$ cat src/rtl/uart_rx_fifo.sv
// uart_rx_fifo: receive-side frame buffer behind the UART receiver.
// Captures one {parity-error tag, data} entry on each rising edge of the
// receiver's done flag. Frames are held in a circular FIFO and returned to the
// host through a registered one-cycle read strobe.
//
// Ports:
//   rx_clk       clock (same domain as the receiver's baud tick)
//   rst          asynchronous, active-high reset
//   rx_done_in   receiver done flag (low while a frame is in progress)
//   rx_data_in   receiver parallel data, valid when rx_done_in rises
//   rx_error_in  receiver parity-error flag, may pulse only while done is low
//   rd_en        host read request
//   clr_overrun  clears the sticky overrun flag
//   rd_data      read data (holds its value between reads)
//   rd_error     parity-error tag of the entry that was read
//   rd_valid     one-cycle strobe qualifying rd_data/rd_error
//   empty        FIFO holds no entries
//   full         FIFO holds DEPTH entries
//   almost_full  count >= AF_LEVEL
//   count        occupancy, 0..DEPTH
//   overrun      sticky flag, set when a frame is dropped
module uart_rx_fifo #(
   parameter int unsigned DATA_W   = 8,
   parameter int unsigned DEPTH    = 16,
   parameter int unsigned ADDR_W   = 4,
   parameter int unsigned AF_LEVEL = 12
) (
   input  logic              rx_clk,
   input  logic              rst,
   input  logic              rx_done_in,
   input  logic [DATA_W-1:0] rx_data_in,
   input  logic              rx_error_in,
   input  logic              rd_en,
   input  logic              clr_overrun,
   output logic [DATA_W-1:0] rd_data,
   output logic              rd_error,
   output logic              rd_valid,
   output logic              empty,
   output logic              full,
   output logic              almost_full,
   output logic [ADDR_W:0]   count,
   output logic              overrun
);

   localparam int unsigned CNT_W   = ADDR_W + 1;
   localparam int unsigned ENTRY_W = DATA_W + 1;

   logic [ENTRY_W-1:0] mem [DEPTH];

   logic               done_q;
   logic               err_cap_q,   err_cap_d;
   logic [ADDR_W-1:0]  wptr_q,      wptr_d;
   logic [ADDR_W-1:0]  rptr_q,      rptr_d;
   logic [CNT_W-1:0]   count_q,     count_d;
   logic               empty_q,     empty_d;
   logic               full_q,      full_d;
   logic               afull_q,     afull_d;
   logic [DATA_W-1:0]  rd_data_q,   rd_data_d;
   logic               rd_error_q,  rd_error_d;
   logic               rd_valid_q,  rd_valid_d;
   logic               overrun_q,   overrun_d;

   logic               wr_evt;
   logic               rd_acc;
   logic               wr_acc;
   logic               wr_drop;
   logic               tag;

   // Next-state logic for pointers, occupancy, flags and the read port
   always_comb begin
      err_cap_d  = err_cap_q;
      wptr_d     = wptr_q;
      rptr_d     = rptr_q;
      count_d    = count_q;
      rd_data_d  = rd_data_q;
      rd_error_d = rd_error_q;
      rd_valid_d = 1'b0;
      overrun_d  = overrun_q;

      wr_evt  = rx_done_in & ~done_q;
      tag     = err_cap_q | rx_error_in;
      rd_acc  = rd_en & ~empty_q;
      // A read in the same cycle frees the slot, so a full FIFO still accepts
      wr_acc  = wr_evt & (~full_q | rd_acc);
      wr_drop = wr_evt & ~wr_acc;

      // Receiver drops its error flag when done rises, so hold it across the frame
      if (wr_evt) begin
         err_cap_d = 1'b0;
      end else if (rx_error_in && !rx_done_in) begin
         err_cap_d = 1'b1;
      end

      if (rd_acc) begin
         rd_data_d  = mem[rptr_q][DATA_W-1:0];
         rd_error_d = mem[rptr_q][DATA_W];
         rd_valid_d = 1'b1;
         rptr_d     = rptr_q + ADDR_W'(1);
      end

      if (wr_acc) begin
         wptr_d = wptr_q + ADDR_W'(1);
      end

      count_d = count_q + CNT_W'(wr_acc) - CNT_W'(rd_acc);
      empty_d = (count_d == CNT_W'(0));
      full_d  = (count_d == CNT_W'(DEPTH));
      afull_d = (count_d >= CNT_W'(AF_LEVEL));

      // A drop in the same cycle as a clear leaves the flag set
      if (wr_drop) begin
         overrun_d = 1'b1;
      end else if (clr_overrun) begin
         overrun_d = 1'b0;
      end
   end

   // Control and status registers
   always_ff @(posedge rx_clk or posedge rst) begin
      if (rst) begin
         done_q     <= 1'b1;
         err_cap_q  <= 1'b0;
         wptr_q     <= '0;
         rptr_q     <= '0;
         count_q    <= '0;
         empty_q    <= 1'b1;
         full_q     <= 1'b0;
         afull_q    <= 1'b0;
         rd_data_q  <= '0;
         rd_error_q <= 1'b0;
         rd_valid_q <= 1'b0;
         overrun_q  <= 1'b0;
      end else begin
         done_q     <= rx_done_in;
         err_cap_q  <= err_cap_d;
         wptr_q     <= wptr_d;
         rptr_q     <= rptr_d;
         count_q    <= count_d;
         empty_q    <= empty_d;
         full_q     <= full_d;
         afull_q    <= afull_d;
         rd_data_q  <= rd_data_d;
         rd_error_q <= rd_error_d;
         rd_valid_q <= rd_valid_d;
         overrun_q  <= overrun_d;
      end
   end

   // Storage array; contents are qualified by the pointers, so no reset
   always_ff @(posedge rx_clk) begin
      if (wr_acc) begin
         mem[wptr_q] <= {tag, rx_data_in};
      end
   end

   assign rd_data     = rd_data_q;
   assign rd_error    = rd_error_q;
   assign rd_valid    = rd_valid_q;
   assign empty       = empty_q;
   assign full        = full_q;
   assign almost_full = afull_q;
   assign count       = count_q;
   assign overrun     = overrun_q;

endmodule
$ cat config.mk
export PLATFORM = sky130hd
export DESIGN_NAME = uart_rx_fifo
export DESIGN_NICKNAME = d
export VERILOG_FILES = /design/src/rtl/uart_rx_fifo.sv
export SDC_FILE = /design/constraint.sdc
export NUM_CORES = 1
export LEC_CHECK = 0
export ABC_AREA = 0
export CAP_MARGIN = 10
export CORE_MARGIN = 5
export CORE_UTILIZATION = 35
export DETAILED_ROUTE_END_ITERATION = 10
export GPL_ROUTABILITY_DRIVEN = 1
export SKIP_CTS_REPAIR_TIMING = 1
export SLEW_MARGIN = 0
export SYNTH_ARGS = -nofsm -noshare
export SYNTH_HDL_FRONTEND = slang
export SYNTH_SLANG_ARGS = --single-unit
$ cat constraint.sdc
create_clock -name rx_clk -period 2.67 [get_ports rx_clk]
set_input_delay 0.801 -clock rx_clk [delete_from_list [all_inputs] [get_ports rx_clk]]
set_output_delay 0.801 -clock rx_clk [all_outputs]
set_load 0.02 [all_outputs]
## Word-level counts from Yosys, hierarchy flattened

Memories as Yosys holds them, arrays and structs flattened. A register that Yosys moved wholly into a read port is not among the register bits.
Index checks and enable logic that the tools add are counted.

| operators by class | value |
|---|---|
| $mul | 0 |
| bitwise logic cells | 10 |
| equality and inequality tests | 1 |
| add/sub/neg operators | 4 |
| muxes and demuxes | 7 |
| order comparisons | 1 |
| reduce and logical (&&, ||, !) cells | 5 |
| div/mod/pow operators | 0 |
| shift-type cells | 0 |

Operators by type and width:

| kind | number |
|---|---|
| adder 4 x 1 -> 4 bit (second input constant) | 2 |
| two-way mux 1 bit | 7 |
| adder 5 x 1 -> 5 bit | 1 |
| == test 5 bit (second input constant) | 1 |
| greater-or-equal comparator 5 x 4 -> 1 bit (second input constant) | 1 |
| logical NOT 5 bit | 1 |
| subtractor 5 x 1 -> 5 bit | 1 |
| AND 1 bit | 4 |
| inverter 1 bit | 4 |
| nonzero test 2 bit | 2 |
| bitwise OR 1 bit | 2 |
| logical AND 1 bit | 1 |
| logical NOT 1 bit | 1 |

| word-level totals | value |
|---|---|
| bits in latches | 0 |
| bits in writable memories | 144 |
| register bits | 20 |
| logic and storage cells | 39 |
| memories | 1 |
| input port bits | 14 |
| memory bits (read-only) | 0 |

Memories:

| memory | words | bits a word | read ports | clocked after memory_dff | wr ports | line | text |
|---|---|---|---|---|---|---|---|
| mem | 16 | 9 | 1 | 1 | 1 | 48 | `logic [ENTRY_W-1:0] mem [DEPTH];` |

## Depth between registers and ports, before layout

| logic depth | value |
|---|---|
| depth after elaboration | 7 |
| mapped depth | 13 |
| depth with buffers taken out | 12 |

## Worst setup path before layout

Ideal clock, no wire load.

| timing path | value |
|---|---|
| kind | input -> register |
| from | input port rd_en |
| to | register afull_q (netlist: almost_full) |
| required time | 2.530 ns |
| stages | 13 |
| path slack | -0.264 ns |
| arrival time | 2.794 ns |
| cell sequence | nand2b_1 > clkbuf_1 > inv_2 > buf_2 > ha_1 > inv_1 > ha_1 > inv_1 > fa_1 > nor2b_1 > o21ai_1 > a21oi_1 > o22ai_1 |

| on the way | value |
|---|---|
| cells in the longest elaborated chain, start to end | 6 |

Ends and longest elaborated chain:

| what | line | text |
|---|---|---|
| from (decl) | 33 | `input logic rd_en,` |
| AND 1 bit * | 82 | `rd_acc = rd_en & ~empty_q;` |
| named net rd_acc | 64 | `logic rd_acc;` |
| bitwise OR 1 bit | 84 | `wr_acc = wr_evt & (~full_q \| rd_acc);` |
| AND 1 bit | 84 |  |
| adder 5 x 1 -> 5 bit | 105 | `count_d = count_q + CNT_W'(wr_acc) - CNT_W'(rd_acc);` |
| subtractor 5 x 1 -> 5 bit * | 105 |  |
| greater-or-equal comparator 5 x 4 -> 1 bit * | 108 | `afull_d = (count_d >= CNT_W'(AF_LEVEL));` |
| named net afull_d | 57 | `logic afull_q, afull_d;` |
| to (signal assigned) | 141 | `afull_q <= afull_d;` |
| to (decl) | 57 |  |

The timed path passes the listed nets; every way through them passes the cells marked *.
A chain may end at the register's enable or synchronous reset.

## Worst setup path in the final report

| timing path | value |
|---|---|
| from | register empty_q (netlist: empty) |
| to | output port empty |

RTL lines:

| what | line | text |
|---|---|---|
| from (decl) | 55 | `logic empty_q, empty_d;` |
| from (signal assigned) | 139 | `empty_q <= empty_d;` |
| to (decl) | 38 | `output logic empty,` |

No word-level cell between the ends.

==> impl_metrics.yaml <==
sta:
  skew_ns: 0.01587
  final.setup.worst_slack_ns: 0.3082
  relSlewSlack_pct: 46.16
  period_needed_ns: 2.362
  setup_viol: 0
  fin_tns_setup_ns: 0
  hold_violations: 0
  tightest_slew_ns: 0.8076
  drv_slew: 0
  rsz0062_at_grt: "no"
  max_freq_mhz: 423.4
  period_share_pct: 88.46
placement:
  dpl_worst_slack_ns: -0.4415
  globalplace.congestion: 0.8118
  place_inst: 755
  hpwl_um: 9614
  numPortBuffers: 32
job:
  maxCapViolCount: 0
global_routing:
  grt_first_pass_wirelength_um: 22940
  antenna_found_initial: 0
  grt_max_degree: 41
  overflow: 0
  track_usage_pct: 13.61
  grt_pass1_vias: 3889
outcome:
  status: "finished, final reports clean"
detailed_routing:
  routedWlPerCell_um: 19.08
  firstDrtPassIters: 4
  drc: 0
  ant_nets: 0
  vias: 3895
  drtIter0Drc: 368
  via_per_inst: 4.943
  drt-total-wl_um: 15040
hold_path:
  holdPathStages: 2
  min_to: "err_cap_q"
  worstHoldStart: "err_cap_q"
  hp-class: "flip-flop to flip-flop"
critical_path:
  rrSetupSlack_ns: 0.36
  rr_worst_depth: 12
  cp_num_buf_inv: 1
  cp.required_ns: 1.87
  max_stage_delay_ns: 0.60
  cp_max_fo: 2
  path_cells: "clkdlybuf4s50_1"
  r2r-start: "empty"
  crit_arrival_ns: 1.56
  endpoint_kind: "primary output"
  crit_family: "buffers and inverters"
  slowest_stage: "clkdlybuf4s50_1"
  r2r-end: "full"
  startpoint_type: "flip-flop"
  crit_type: "flip-flop to primary output"
floorplan:
  die-area_um2: 23000
  std_cell_rows: 51
  initial_core_util_pct: 35.86
  chipHeight_um: 151.7
  ios: 33
  die_width_um: 151.7
  coreArea_um2: 19590
yosys:
  syn-cell-area_um2: 7024
  syn-num-nets: 466
  synth-seq-area-share_pct: 71.93
  syn_area_per_cell_um2: 15.93
  synth_warnings: 0
  yosysMostFrequentCell: "edfxtp_1"
  ys_async_sr_fraction_pct: 16.76
  yosys.area.top_type: "edfxtp_1"
  syn_inst: 441
  synthDistinctLibCells: 37
  synth-seq-cells: 173
  ys.flop_type: "edfxtp_1"
  yosys-top-cells-area: "edfxtp_1, mux2i_1, dfrtp_1, o22ai_1, ha_1"
  synthTopCellsByCount: "edfxtp_1, mux2i_1, nor2_1"
  synth_edf_count: 144
  yosysTopAreaCellShare_pct: 61.56
clocking:
  cts_buffer_depth: 2
  clock_sinks: 173
  htreeDepth: 4
  cts_buffers: 17
  clockRootBuffer: "clkbuf_16"
  insertion_delay_ns: 0.43
  cts_tree: "done"
  cts.reportedPaths.clkPinSlew_ns: 0.07
cells_and_area:
  final_nets: 535
  layout-drive-gt1-share_pct: 19.50
  area_delta_synth_final_pct: 20.79
  nFillCells: 1778
  fin_cells: 788
  final_util_pct: 43.31
  antenna_cells: 0
power:
  finalPower_uw: 9221
  vdd_drop_max_uv: 529.3
  power.density_nw_per_um2: 1087
  p_leak_uw: 0.003108
worst max path at each step:
stage / startpoint / end / slack (ns) / cells after the start
after floorplan: rd_en / full / 0.005 / 13
after global placement: rd_en / full / -0.38 / 13
after detailed placement: rd_en / full / -0.44 / 13
after CTS: rd_en / empty / 0.005 / 13
after global routing: empty / empty / 0.26 / 1
final: empty / empty / 0.31 / 1
sequential cells by signal (all words and copies together) (netlist names):
| register | cells |
|---|---|
| mem | 144 |
| rd_data | 8 |
| count | 5 |
| rptr_q | 4 |
| wptr_q | 4 |
| almost_full | 1 |
| done_q | 1 |
| empty | 1 |
| err_cap_q | 1 |
| full | 1 |
| overrun | 1 |
| rd_error | 1 |
| rd_valid | 1 |
kinds of logic after synthesis:
| kind of cell | share of synthesized area, % |
|---|---|
| multiplexers | 10.26 |
| AO/OA/AOI/OAI | 4.115 |
| buffers and inverters | 3.402 |
| flip-flops | 71.93 |
| adder cells (fa/ha/maj) | 2.066 |
| XOR/XNOR | 1.229 |
| AND/OR/NAND/NOR | 7.001 |
area by class of cell:
class	count	area, µm²	share of cell area [%]
Sequential cell	173	5056	59.59
Multi-Input combinational cell	227	1799	21.21
Inverter	18	67.56	0.7963
Clock buffer	17	425.4	5.014
Clock inverter	15	158.9	1.873
Timing Repair Buffer	73	645.6	7.609
Tap cell	265	331.6	3.908
routing by layer:
layer / global-route usage (%) / wire (µm) / vias up
li1: - / - / 1805
met1: 18.32 / 6634 / 1972
met2: 21.87 / 7404 / 104
met3: 3.688 / 872 / 14
met4: 3.729 / 123 / 0
met5: 0 / 0 / -
through the flow:
step / hold WS, ns / cell area, µm²
global placement: 0.4731 / 7858
finish: 0.4925 / 8484
CTS: 0.4915 / 8442
detailed placement: 0.4755 / 7858
floorplan: 0.4536 / 7071
global route: 0.5352 / 8484
cell usage in the layout (no fill, tap or decap), drive strengths merged, types with 3 or more instances in the layout:
cell | netlist | layout
a21oi | 3 | 3
o21ai | 12 | 12
ha | 10 | 10
nand2 | 13 | 13
clkinvlp | 0 | 3
xnor2 | 6 | 6
clkinv | 0 | 5
nor4 | 19 | 19
clkbuf | 4 | 17
dfrtp | 27 | 27
nand2b | 6 | 6
edfxtp | 144 | 144
xor2 | 3 | 3
o22ai | 29 | 29
nor2 | 32 | 32
nor3 | 13 | 13
mux2i | 72 | 72
inv | 18 | 23
clkdlybuf4s50 | 0 | 30
buf | 19 | 41
report_power, final:
group	internal, µW	total, µW	leakage (µW)	switching, µW
registers	3270	3600	0.00163	334
clock network	1390	2420	0.000281	1030
logic	1420	3190	0.00120	1780
total	6080	9220	0.00311	3140
No activity file was read; power rests on OpenSTA's default activity.
